`src/rtl/hazard_ctrl_pkg.sv`:
```
// rtl/hazard_ctrl_pkg.sv - shared types and constants for the pipeline hazard controller
// Contents: state_e (RUN/STALL), XZR zero-register index, ctrl_t bundle of the five
// pipeline control outputs and its canonical values CTRL_IDLE/STALL/FLUSH/RESET.
package hazard_pkg;

  typedef enum logic {RUN = 1'b0, STALL = 1'b1} state_e;

  localparam logic [4:0] XZR = 5'd31;

  typedef struct packed {
    logic pc_write;
    logic ifid_write;
    logic ifid_flush;
    logic idex_bubble;
    logic exmem_flush;
  } ctrl_t;

  localparam ctrl_t CTRL_IDLE  = 5'b11000;
  localparam ctrl_t CTRL_STALL = 5'b00010;
  // Redirect: PC and IF/ID still load (branch target / NOP), younger stages squashed.
  localparam ctrl_t CTRL_FLUSH = 5'b11111;
  localparam ctrl_t CTRL_RESET = 5'b00111;

endpackage

```
`src/rtl/hazard_ctrl_if.sv`:
```
// rtl/hazard_ctrl_if.sv - hazard controller pipeline-side signal bundle
// Inputs to the controller: idex_memRead, idex_writeReg, ifid_registerRn, ifid_registerRm,
// ifid_usesRm, branch_taken. Outputs: pcWrite, ifidWrite, ifidFlush, idexBubble,
// exmemFlush, stall_active. master = pipeline side, slave = hazard controller.
interface hazard_ctrl_if #(parameter int REG_W = 5);

  logic             idex_memRead;
  logic [REG_W-1:0] idex_writeReg;
  logic [REG_W-1:0] ifid_registerRn;
  logic [REG_W-1:0] ifid_registerRm;
  logic             ifid_usesRm;
  logic             branch_taken;
  logic             pcWrite;
  logic             ifidWrite;
  logic             ifidFlush;
  logic             idexBubble;
  logic             exmemFlush;
  logic             stall_active;

  modport master (
    output idex_memRead, idex_writeReg, ifid_registerRn, ifid_registerRm,
           ifid_usesRm, branch_taken,
    input  pcWrite, ifidWrite, ifidFlush, idexBubble, exmemFlush, stall_active
  );

  modport slave (
    input  idex_memRead, idex_writeReg, ifid_registerRn, ifid_registerRm,
           ifid_usesRm, branch_taken,
    output pcWrite, ifidWrite, ifidFlush, idexBubble, exmemFlush, stall_active
  );

endinterface

```
`src/rtl/hazard_ctrl_load_use_cmp.sv`:
```
// rtl/hazard_ctrl_load_use_cmp.sv - combinational load-use hazard comparator
// Ports: idex_memRead, idex_writeReg, ifid_registerRn, ifid_registerRm, ifid_usesRm in;
// hit out. A load targeting the zero register never produces a hazard.
module load_use_cmp #(
  parameter int REG_W   = 5,
  parameter int XZR_IDX = 31
) (
  input  logic             idex_memRead,
  input  logic [REG_W-1:0] idex_writeReg,
  input  logic [REG_W-1:0] ifid_registerRn,
  input  logic [REG_W-1:0] ifid_registerRm,
  input  logic             ifid_usesRm,
  output logic             hit
);

  localparam logic [REG_W-1:0] XZR_L = REG_W'(XZR_IDX);

  assign hit = idex_memRead
             & (idex_writeReg != XZR_L)
             & ((idex_writeReg == ifid_registerRn)
                | (ifid_usesRm & (idex_writeReg == ifid_registerRm)));

endmodule

```
`src/rtl/hazard_ctrl.sv`:
```
// rtl/hazard_ctrl.sv - LEGv8 5-stage pipeline hazard controller (load-use stall, branch flush)
// Ports: CLOCK, RESET (sync, active-high), hz (hazard_ctrl_if.slave).
// Optional build macro HAZARD_CTRL_PERF_EN adds perf_stalls[31:0] and perf_flushes[31:0].
module hazard_ctrl
  import hazard_pkg::*;
#(
  parameter int REG_W        = 5,
  parameter int STALL_CYCLES = 1,
  parameter int XZR_IDX      = int'(XZR)
) (
  input  logic          CLOCK,
  input  logic          RESET,
  hazard_ctrl_if.slave  hz
`ifdef HAZARD_CTRL_PERF_EN
  ,
  output logic [31:0]   perf_stalls,
  output logic [31:0]   perf_flushes
`endif
);

  localparam int CNT_W = $clog2(STALL_CYCLES + 1);

  logic             hit;
  state_e           state_q, state_d;
  logic [CNT_W-1:0] cnt_q, cnt_d;
  ctrl_t            ctrl;
  logic             stall_evt;
  logic             flush_evt;

  load_use_cmp #(.REG_W(REG_W), .XZR_IDX(XZR_IDX)) u_cmp (
    .idex_memRead    (hz.idex_memRead),
    .idex_writeReg   (hz.idex_writeReg),
    .ifid_registerRn (hz.ifid_registerRn),
    .ifid_registerRm (hz.ifid_registerRm),
    .ifid_usesRm     (hz.ifid_usesRm),
    .hit             (hit)
  );

  always_ff @(posedge CLOCK) begin
    if (RESET) begin
      state_q <= RUN;
      cnt_q   <= '0;
    end else begin
      state_q <= state_d;
      cnt_q   <= cnt_d;
    end
  end

  always_comb begin
    state_d   = state_q;
    cnt_d     = cnt_q;
    ctrl      = CTRL_IDLE;
    stall_evt = 1'b0;
    flush_evt = 1'b0;
    if (RESET) begin
      ctrl    = CTRL_RESET;
      state_d = RUN;
      cnt_d   = '0;
    end else if (hz.branch_taken) begin
      // Any load in EX is wrong-path and gets bubbled, so a pending stall is dropped.
      ctrl      = CTRL_FLUSH;
      flush_evt = 1'b1;
      state_d   = RUN;
      cnt_d     = '0;
    end else begin
      unique case (state_q)
        RUN: begin
          if (hit) begin
            ctrl      = CTRL_STALL;
            stall_evt = 1'b1;
            if (STALL_CYCLES > 1) begin
              state_d = STALL;
              cnt_d   = CNT_W'(STALL_CYCLES - 1);
            end
          end
        end
        STALL: begin
          // hit is ignored here; ID is re-checked once back in RUN.
          ctrl      = CTRL_STALL;
          stall_evt = 1'b1;
          cnt_d     = cnt_q - CNT_W'(1);
          if (cnt_q == CNT_W'(1)) begin
            state_d = RUN;
          end
        end
        default: begin
          state_d = RUN;
          cnt_d   = '0;
        end
      endcase
    end
  end

  assign hz.pcWrite      = ctrl.pc_write;
  assign hz.ifidWrite    = ctrl.ifid_write;
  assign hz.ifidFlush    = ctrl.ifid_flush;
  assign hz.idexBubble   = ctrl.idex_bubble;
  assign hz.exmemFlush   = ctrl.exmem_flush;
  assign hz.stall_active = (state_q == STALL) & ~RESET;

`ifdef HAZARD_CTRL_PERF_EN
  logic [31:0] perf_stalls_q, perf_stalls_d;
  logic [31:0] perf_flushes_q, perf_flushes_d;

  always_comb begin
    perf_stalls_d  = perf_stalls_q;
    perf_flushes_d = perf_flushes_q;
    if (stall_evt && (perf_stalls_q != 32'hFFFF_FFFF)) begin
      perf_stalls_d = perf_stalls_q + 32'd1;
    end
    if (flush_evt && (perf_flushes_q != 32'hFFFF_FFFF)) begin
      perf_flushes_d = perf_flushes_q + 32'd1;
    end
  end

  always_ff @(posedge CLOCK) begin
    if (RESET) begin
      perf_stalls_q  <= '0;
      perf_flushes_q <= '0;
    end else begin
      perf_stalls_q  <= perf_stalls_d;
      perf_flushes_q <= perf_flushes_d;
    end
  end

  assign perf_stalls  = perf_stalls_q;
  assign perf_flushes = perf_flushes_q;
`else
  logic unused_evt;
  assign unused_evt = stall_evt ^ flush_evt;
`endif

endmodule
```
`src/flat_wrapper.sv`:
```
// flat-port wrapper written by rule: the top's interface ports become plain ports
module hazard_ctrl_flat import hazard_pkg::*;
#(
  parameter int REG_W        = 5,
  parameter int STALL_CYCLES = 1,
  parameter int XZR_IDX      = int'(XZR)
)
  (CLOCK, RESET, hz_idex_memRead, hz_idex_writeReg, hz_ifid_registerRn, hz_ifid_registerRm, hz_ifid_usesRm, hz_branch_taken, hz_pcWrite, hz_ifidWrite, hz_ifidFlush, hz_idexBubble, hz_exmemFlush, hz_stall_active);
  hazard_ctrl_if #(.REG_W(REG_W)) hz_i ();
  input  logic CLOCK;
  input  logic RESET;
  input wire logic [$bits(hz_i.idex_memRead)-1:0] hz_idex_memRead;
  input wire logic [$bits(hz_i.idex_writeReg)-1:0] hz_idex_writeReg;
  input wire logic [$bits(hz_i.ifid_registerRn)-1:0] hz_ifid_registerRn;
  input wire logic [$bits(hz_i.ifid_registerRm)-1:0] hz_ifid_registerRm;
  input wire logic [$bits(hz_i.ifid_usesRm)-1:0] hz_ifid_usesRm;
  input wire logic [$bits(hz_i.branch_taken)-1:0] hz_branch_taken;
  output wire logic [$bits(hz_i.pcWrite)-1:0] hz_pcWrite;
  output wire logic [$bits(hz_i.ifidWrite)-1:0] hz_ifidWrite;
  output wire logic [$bits(hz_i.ifidFlush)-1:0] hz_ifidFlush;
  output wire logic [$bits(hz_i.idexBubble)-1:0] hz_idexBubble;
  output wire logic [$bits(hz_i.exmemFlush)-1:0] hz_exmemFlush;
  output wire logic [$bits(hz_i.stall_active)-1:0] hz_stall_active;
  assign hz_i.idex_memRead = hz_idex_memRead;
  assign hz_i.idex_writeReg = hz_idex_writeReg;
  assign hz_i.ifid_registerRn = hz_ifid_registerRn;
  assign hz_i.ifid_registerRm = hz_ifid_registerRm;
  assign hz_i.ifid_usesRm = hz_ifid_usesRm;
  assign hz_i.branch_taken = hz_branch_taken;
  assign hz_pcWrite = hz_i.pcWrite;
  assign hz_ifidWrite = hz_i.ifidWrite;
  assign hz_ifidFlush = hz_i.ifidFlush;
  assign hz_idexBubble = hz_i.idexBubble;
  assign hz_exmemFlush = hz_i.exmemFlush;
  assign hz_stall_active = hz_i.stall_active;
  hazard_ctrl #(.REG_W(REG_W), .STALL_CYCLES(STALL_CYCLES), .XZR_IDX(XZR_IDX)) u_core (.CLOCK(CLOCK), .RESET(RESET), .hz(hz_i));
endmodule
```
`config.mk`:
```
export PLATFORM = sky130hd
export DESIGN_NAME = hazard_ctrl_flat
export DESIGN_NICKNAME = d
export VERILOG_FILES = /design/src/rtl/hazard_ctrl_pkg.sv /design/src/rtl/hazard_ctrl_if.sv /design/src/rtl/hazard_ctrl_load_use_cmp.sv /design/src/rtl/hazard_ctrl.sv /design/src/flat_wrapper.sv
export SDC_FILE = /design/constraint.sdc
export NUM_CORES = 1
export LEC_CHECK = 0
export CORE_AREA = 2 2 39 41
export DETAILED_ROUTE_END_ITERATION = 6
export DIE_AREA = 0 0 41 43
export GPL_ROUTABILITY_DRIVEN = 1
export MAX_ROUTING_LAYER = met4
export SYNTH_ARGS = -nofsm -noshare
export SYNTH_HDL_FRONTEND = slang
export SYNTH_SLANG_ARGS = --single-unit
```
`constraint.sdc`:
```
create_clock -name CLOCK -period 2.6 [get_ports CLOCK]
set_clock_uncertainty 0.1 [all_clocks]
set_input_delay 0.65 -clock CLOCK [delete_from_list [all_inputs] [get_ports CLOCK]]
set_output_delay 0.65 -clock CLOCK [all_outputs]
set_load 0.1 [all_outputs]
```
# == Word level (Yosys, flattened, before mapping) ==
# Index checks and enable logic that the tools add are counted.
# op_classes
add_sub_neg,1
n_eq_ne,3
n_reduce_logical,2
n_bitwise,7
muxes,5
# op_table
op,count
$mux W5,3
$eq A5 B5 Y1,2
$pmux W5 S2,1
$ne A5 B5 Y1 const B,1
$and A1 B1 Y1,4
$reduce_or A3 Y1,1
$not A1 Y1,2
$reduce_or A2 Y1,1
$mux W1,1
$or A1 B1 Y1,1
$sub A1 B1 Y1 const B,1
# word_totals
in_bits,20
reg_bits,2
word_cells,20
output_inout_bits,6

# == Depth between registers and ports, before layout ==
# Gate-level depths: netlist of the first run.
# depth
ltp_word,8
mapped_depth,5
ltp_nobuf,4

# == By module ==
# From an unflattened synthesis of the first run, not the netlist that was laid out.
# unflattened
cells_unflattened,30
area_unflattened_um2,242.7
# modules_own_cells
module,area_each_um2,n_inst,seq_area_each_um2,cells_per_inst
load_use_cmp,127.6,1,0.0,18
hazard_ctrl,115.1,1,40.0,12

# == Worst setup path before layout of the first run ==
# No wires, ideal clock.
# synth_timing
path_type,input port to output port
start,input hz_idex_writeReg[3]
end,output hz_idexBubble
arrival_ps,3307
n_path_buf,0
slack_ps,-1457
stages,4
t_required_ps,1850
path_cell_list,xor2_1 -> nor4_1 -> a32oi_1 -> o21ai_0
# synth_between
elab_chain_cells,8
word_cells_on_any_way,11
classes_between,eq/ne: 3; mux: 4; bitwise: 4
# synth_lines
item,line_no,source
"start, declared",flat_wrapper.sv:13,input wire logic [$bits(hz_i.idex_writeReg)-1:0] hz_idex_writeReg;
$eq A5 B5 Y1,hazard_ctrl_load_use_cmp.sv:21,| (ifid_usesRm & (idex_writeReg == ifid_registerRm)));
$and A1 B1 Y1,hazard_ctrl_load_use_cmp.sv:21,
$or A1 B1 Y1,hazard_ctrl_load_use_cmp.sv:21,
$and A1 B1 Y1 (*),hazard_ctrl_load_use_cmp.sv:20,& ((idex_writeReg == ifid_registerRn)
$mux W5 (*),hazard_ctrl.sv:68,if (hit) begin
$pmux W5 S2 (*),hazard_ctrl.sv:66,unique case (state_q)
$mux W5 (*),hazard_ctrl.sv:59,end else if (hz.branch_taken) begin
$mux W5 (*),hazard_ctrl.sv:55,if (RESET) begin
"end, declared",flat_wrapper.sv:21,output wire logic [$bits(hz_i.idexBubble)-1:0] hz_idexBubble;
# Mark *: on every way between the ends. The rest lies on a longest branch, timed or not.

# == Worst setup path in the final report of the first run ==
# layout_timing
start,input hz_idex_memRead
end,output hz_ifidWrite
# layout_between
elab_chain_cells,6
# layout_lines
item,line_no,source
"start, declared",flat_wrapper.sv:12,input wire logic [$bits(hz_i.idex_memRead)-1:0] hz_idex_memRead;
$and A1 B1 Y1,hazard_ctrl_load_use_cmp.sv:19,& (idex_writeReg != XZR_L)
$and A1 B1 Y1,hazard_ctrl_load_use_cmp.sv:20,
$mux W5,hazard_ctrl.sv:68,
$pmux W5 S2,hazard_ctrl.sv:66,
$mux W5,hazard_ctrl.sv:59,
$mux W5,hazard_ctrl.sv:55,
"end, declared",flat_wrapper.sv:19,output wire logic [$bits(hz_i.ifidWrite)-1:0] hz_ifidWrite;
# No other way between the ends.

==> impl_metrics.toml, run 1 <==
[clock_network]
hold_buffers = 0
cts_buffer_depth = 2
cts_root_buffer = "clkbuf_4"
postCtsSetupRepairBufs = 0
clk_latency_ns = 0.23
clock_sinks = 2
clk_pin_slew_ns = 0.03
htree_levels = 1
cts_tree = "built"
cts_made_buffers = 3

[logic_synthesis]
synth_xor_area_share_pct = 40.3
synth.yosys.seq_area_share_pct = 16.8
syn-cell-area_um2 = 239
synth_top_area_cell = "xor2_1"
synth_area_per_cell_um2 = 7.71
ys_top_cells_by_count = "xor2_1, nor2_1"
synthMuxAreaShare_pct = 0
synth_nets = 51
synthTopCellsByArea = "xor2_1, dfxtp_1, xnor2_1"
synth_fa_ha_area_share_pct = 0
yosys.area_share.simple_pct = 21.5
synth_top_area_share_pct = 33.0
synth_seq_cells = 2
ys_types = 17
synth_compound_area_share_pct = 13.6
synth_edf_count = 0
yosys_most_used_dff = "dfxtp_1"
async_reset_ff_share_pct = 0
synth_top_family_by_area = "XOR/XNOR gates"
syn-instance-count = 31
yosysWarnings = 0
synthMostInstantiatedCell = "xor2_1"

[drt]
first_pass_iters = 2
drt_iter0_drc = 3
wl_per_cell_um = 9.83
routed_wl_um = 806
route.detailed.drc = 0
via_per_inst = 4.12
ant_nets = 0
vias = 338

[global_route]
antenna_found_initial = 0
grt_start_max_net_pins = 5
grt_pass1_wl_um = 1420
grt-ovfl-total = 0
globalRouteTotalUtil_pct = 12.6
grt_pass1_vias = 384

[finish]
areaGrowthSynthToFinish_pct = 182
fin_util_pct = 48.7
drive_gt1_share_pct = 50.0
antenna_cells = 0
layout.nets = 88

[worst_setup_path]
cpPeakStageDelay_ns = 0.46
crit_fanout = 2
critPathArrivalTime_ns = 1.87
r2r_cells = 2
crit_chain = "clkdlybuf4s50_1 > o21ai_0 > buf_4 > o31a_4 > buf_12"
crit_slowest_cell = "clkdlybuf4s50_1"
end_kind = "output pin"
critPathLaunchType = "primary input"
critical_path_required_ns = 1.85
critPathKind = "in2out"

[power]
clkPwrFrac_pct = 32.1
netSwitchingFraction_pct = 36.5
switchingPower_w = 0.0000809
p_int_w = 0.000141
vdd_drop_max_mv = 0.133
pwr-share-comb_pct = 53.9
leakagePower_nw = 0.306
power_density_mw_per_mm2 = 328
seq_power_share_pct = 14.0

[timing]
maxSlewViolCount = 0
fmax_mhz = 381
finalSetupViolCount = 2
final-hold-violation-count = 0
post-route-period-util_pct = 101
holdWs_ns = 0.334
setup_slack_ns = -0.0230
rsz0062_at_grt = "true"
tightestPinTransition_ns = 0.250
fin_crit_ns = 2.62
slew_headroom_pct = 83.3

[floorplanning]
die_w_um = 41
die-area_mm2 = 0.00176
ioPinCount = 26
core_mm2 = 0.00138
dieHeight_um = 43
rows = 14
start_util_pct = 17.3

[place]
place_hpwl_um = 657
portBuffers = 25
place.gp.congestion = 0.686

[status]
status = "complete, but fails checks"
violations = "negative setup slack"

[min_path]
whs_path_depth = 1
hold_path.class = "reg2reg"

[job]
maxCapViolCount = 0
-- per-stage QoR --
stage	total power (W)	worst slack, ns	instances	area [um2]	setup TNS [ns]
global route	0.000238	-0.0644	82	674	-0.191
CTS	0.000223	-0.0739	82	653	-0.155
detailed placement	0.000152	-0.383	79	644	-1.14
floorplan	0.0000868	-0.115	31	262	-0.115
finish	0.000222	-0.0230	82	674	-0.0447
global placement	0.000151	-0.355	79	644	-1.06
-- kinds of logic (layout without fill, tap and decap cells) --
kind of cell	Yosys count	after routing
buf+inv	3	38
flops	2	2
compound gates	5	5
simple gates	10	10
xor+xnor	11	11
-- worst paths after layout --
| path | from | end | slack [ns] |
|---|---|---|---|
| worst max-delay path | hz_idex_memRead | hz_ifidWrite | -0.02 |
| worst min register to register | u_core.cnt_q$_SDFFE_PP0P_ | u_core.state_q$_SDFF_PP0_ | 0.33 |
| worst min-delay path | u_core.cnt_q$_SDFFE_PP0P_ | u_core.state_q$_SDFF_PP0_ | 0.33 |
| worst max register to register | u_core.state_q$_SDFF_PP0_ | u_core.state_q$_SDFF_PP0_ | 1.63 |
-- critical path: cells and delay by family --
kind,cells,cell delay [ns]
buffers and inverters,3,0.78
AOI/OAI and AO/OA,2,0.44
-- sequential cells by signal, indices dropped and copies added (netlist names) --
register,count
u_core.cnt_q,1
u_core.state_q,1
-- layer usage --
metal / wire [um] / track usage (%)
met5: 0 / -
met4: 0 / 10.0
met3: 56 / 3.14
met2: 470 / 20.3
met1: 278 / 11.8
-- power groups by stage --
stage,Clock (W),Combinational (W),Sequential (W)
after floorplan,0,0.0000555,0.0000313
after global placement,0,0.000120,0.0000313
after detailed placement,0,0.000120,0.0000313
after CTS,0.0000763,0.000116,0.0000309
after global routing,0.0000807,0.000126,0.0000309
final,0.0000712,0.000119,0.0000309
-- final cells by class --
type	count	area, um2
Multi-Input combinational cell	26	216
Sequential cell	2	40.0
Clock buffer	3	22.5
Tap cell	16	20.0
Timing Repair Buffer	34	372
Inverter	1	3.75
Fill cell	136	709
-- layout by cell type (no fill, tap or decap), types with 2 or more instances in the layout --
master and count:
xor2_1 9, buf_4 8, buf_6 7, dlygate4sd2_1 6, buf_12 6, clkdlybuf4s50_1 4
clkbuf_4 3, xnor2_1 2, nor2_1 2, buf_2 2, dfxtp_1 2
-- repair_timing --
action | CTS | global route
resized for setup | 41 | 6
pin swaps | 9 | 4
endpoints found under the hold margin | 0 | 0
setup endpoints to repair | 3 | 3
gates cloned | 0 | 0
(Power assumes the default switching activity.)
==> inputs of run 2 (changes only) <==
- clock period: 2.6 -> 2.5 ns (I/O delays scaled with it)
==> results of run 2 <==
The final DEF is identical to that of run 1. Status: complete, but fails checks: negative setup slack.
Main changes from that run: setup slack after placement -0.383 ns -> -0.433 ns; setup slack after layout -0.0230 ns -> -0.0730 ns; setup TNS -0.0447 ns -> -0.152 ns; number of setup violations in the final report 2 -> 3; register-to-register setup slack 1.63 ns -> 1.53 ns; total power 0.000222 W -> 0.000230 W; worst IR drop on VDD 0.133 mV -> 0.139 mV
==> inputs of run 3 (changes only) <==
- REMOVE_ABC_BUFFERS: unset -> 1
==> impl_metrics.toml, run 3 (synthesis gave the netlist of run 1 again) <==
[worst_setup_path]
r2r_cells = 2
critPathArrivalTime_ns = 1.85
crit_fanout = 2
path_delay_family = "buffers and inverters"
critPathLaunchType = "primary input"
crit_chain = "dlygate4sd2_1 > xor2_2 > nor3_2 > a32oi_1 > o31a_1 > buf_12"
crit_buf_inv = 2
end_kind = "output pin"
regToRegSetupSlack_ns = 1.46
r2r-start = "u_core.state_q$_SDFF_PP0_"
cpPeakStageDelay_ns = 0.33
r2r_end = "u_core.state_q$_SDFF_PP0_"
critPathKind = "in2out"
critical_path_required_ns = 1.77
crit_slowest_cell = "o31a_1"

[place]
portBuffers = 25
place_hpwl_um = 625
place.gp.congestion = 0.653
dpl_worst_slack_ns = -0.467

[global_route]
grt_pass1_vias = 343
busiest_layer = "met2"
grtUsageMet3_pct = 4.19
grtUsageMet2_pct = 15.9
globalRouteTotalUtil_pct = 10.5
use_met1_pct = 10.8
grt-ovfl-total = 0
grt_pass1_wl_um = 1240
antenna_found_initial = 0
grt_start_max_net_pins = 5

[drt]
route.detailed.drc = 0
routed_wl_um = 735
ant_nets = 0
drt_iter0_drc = 2
wl_per_cell_um = 9.19
vias = 330
first_pass_iters = 3
via_per_inst = 4.13

[finish]
fillerInstances = 143
multi_input_area_um2 = 211
areaGrowthSynthToFinish_pct = 170
seqCellArea_um2 = 40.0
layout.nets = 86
fin_util_pct = 46.6
final_cell_mix = "xor2_1, dlygate4sd2_1, buf_12, buf_4"
antenna_cells = 0
drive_gt1_share_pct = 46.9
reg.largest.list = "u_core.cnt_q (1), u_core.state_q (1)"

[power]
finalPower_w = 0.000220
leakagePower_nw = 0.289
vdd_drop_max_mv = 0.136
power_density_mw_per_mm2 = 341

[clock_network]
clock_sinks = 2
clk_latency_ns = 0.22
clk_pin_slew_ns = 0.03
cts_tree = "built"
cts_buffer_depth = 2
cts_made_buffers = 3
cts_root_buffer = "clkbuf_4"
hold_buffers = 0
htree_levels = 1

[status]
violations = "negative setup slack"
status = "complete, but fails checks"

[floorplanning]
die_w_um = 41
rows = 14
dieHeight_um = 43
core_mm2 = 0.00138
ioPinCount = 26
die-area_mm2 = 0.00176
start_util_pct = 17.3

[timing]
fmax_mhz = 389
fin_crit_ns = 2.57
slew_headroom_pct = 82.8
finalSetupViolCount = 3
final-hold-violation-count = 0
maxSlewViolCount = 0
post-route-period-util_pct = 103
rsz0062_at_grt = "true"
setup_slack_ns = -0.0709
tightestPinTransition_ns = 0.258
fin_tns_setup_ns = -0.162

[min_path]
min_to = "u_core.state_q$_SDFF_PP0_"
hold_path.class = "reg2reg"
whs_path_depth = 1
min-delay-start = "u_core.cnt_q$_SDFFE_PP0P_"

[job]
maxCapViolCount = 0
## run 3: changes by cell type in the layout (fill, tap and decap cells not counted), sizes merged
| cell | before | now |
|---|---|---|
| buf | 23 | 21 |
| clkdlybuf4s50 | 4 | 3 |
| dlygate4sd2 | 6 | 7 |
## run 3: area by class of cell
type	count	area share [%]
tap	16	3.11
timing repair buffer	32	53.8
inverter	1	0.583
sequential	2	6.21
clock buffer	3	3.50
multi-input combinational	26	32.8
## run 3: routing by layer
layer  up-vias  share of wire, %
met2        18                55
met5         -                 0
met3         0                11
met1       145                35
li1        167                 -
met4         0                 0
## run 3: power breakdown
part	switching, W	internal [W]	leakage, nW
Clock	0.0000163	0.0000528	0.0138
Combinational	0.0000613	0.0000571	0.259
Sequential	0	0.0000322	0.0161
## run 3: worst max path at each step
stage / start / endpoint / slack [ns] / depth (start not counted)
floorplan: hz_idex_writeReg[3] / hz_idexBubble / -1.51 / 4
global placement: hz_idex_writeReg[3] / hz_ifidWrite / -0.44 / 6
detailed placement: hz_idex_writeReg[3] / hz_pcWrite / -0.47 / 6
CTS: hz_ifid_registerRm[1] / hz_pcWrite / -0.14 / 6
global route: hz_ifid_registerRn[4] / hz_ifidWrite / -0.1 / 6
finish: hz_ifid_registerRn[4] / hz_pcWrite / -0.07 / 6
## run 3: timing repair
item	4_1_cts	5_1_grt
pin swaps	13	5
resized for setup	44	8
endpoints found under the setup margin	3	3
buffers inserted	0	0
cloned	0	0
## run 3: through the flow
stage               instance area [um2]  cells  hold WS (ns)
floorplan                           224     29         0.316
finish                              644     80         0.334
global route                        644     80         0.359
CTS                                 614     80         0.342
global placement                    607     77         0.326
detailed placement                  607     77         0.339
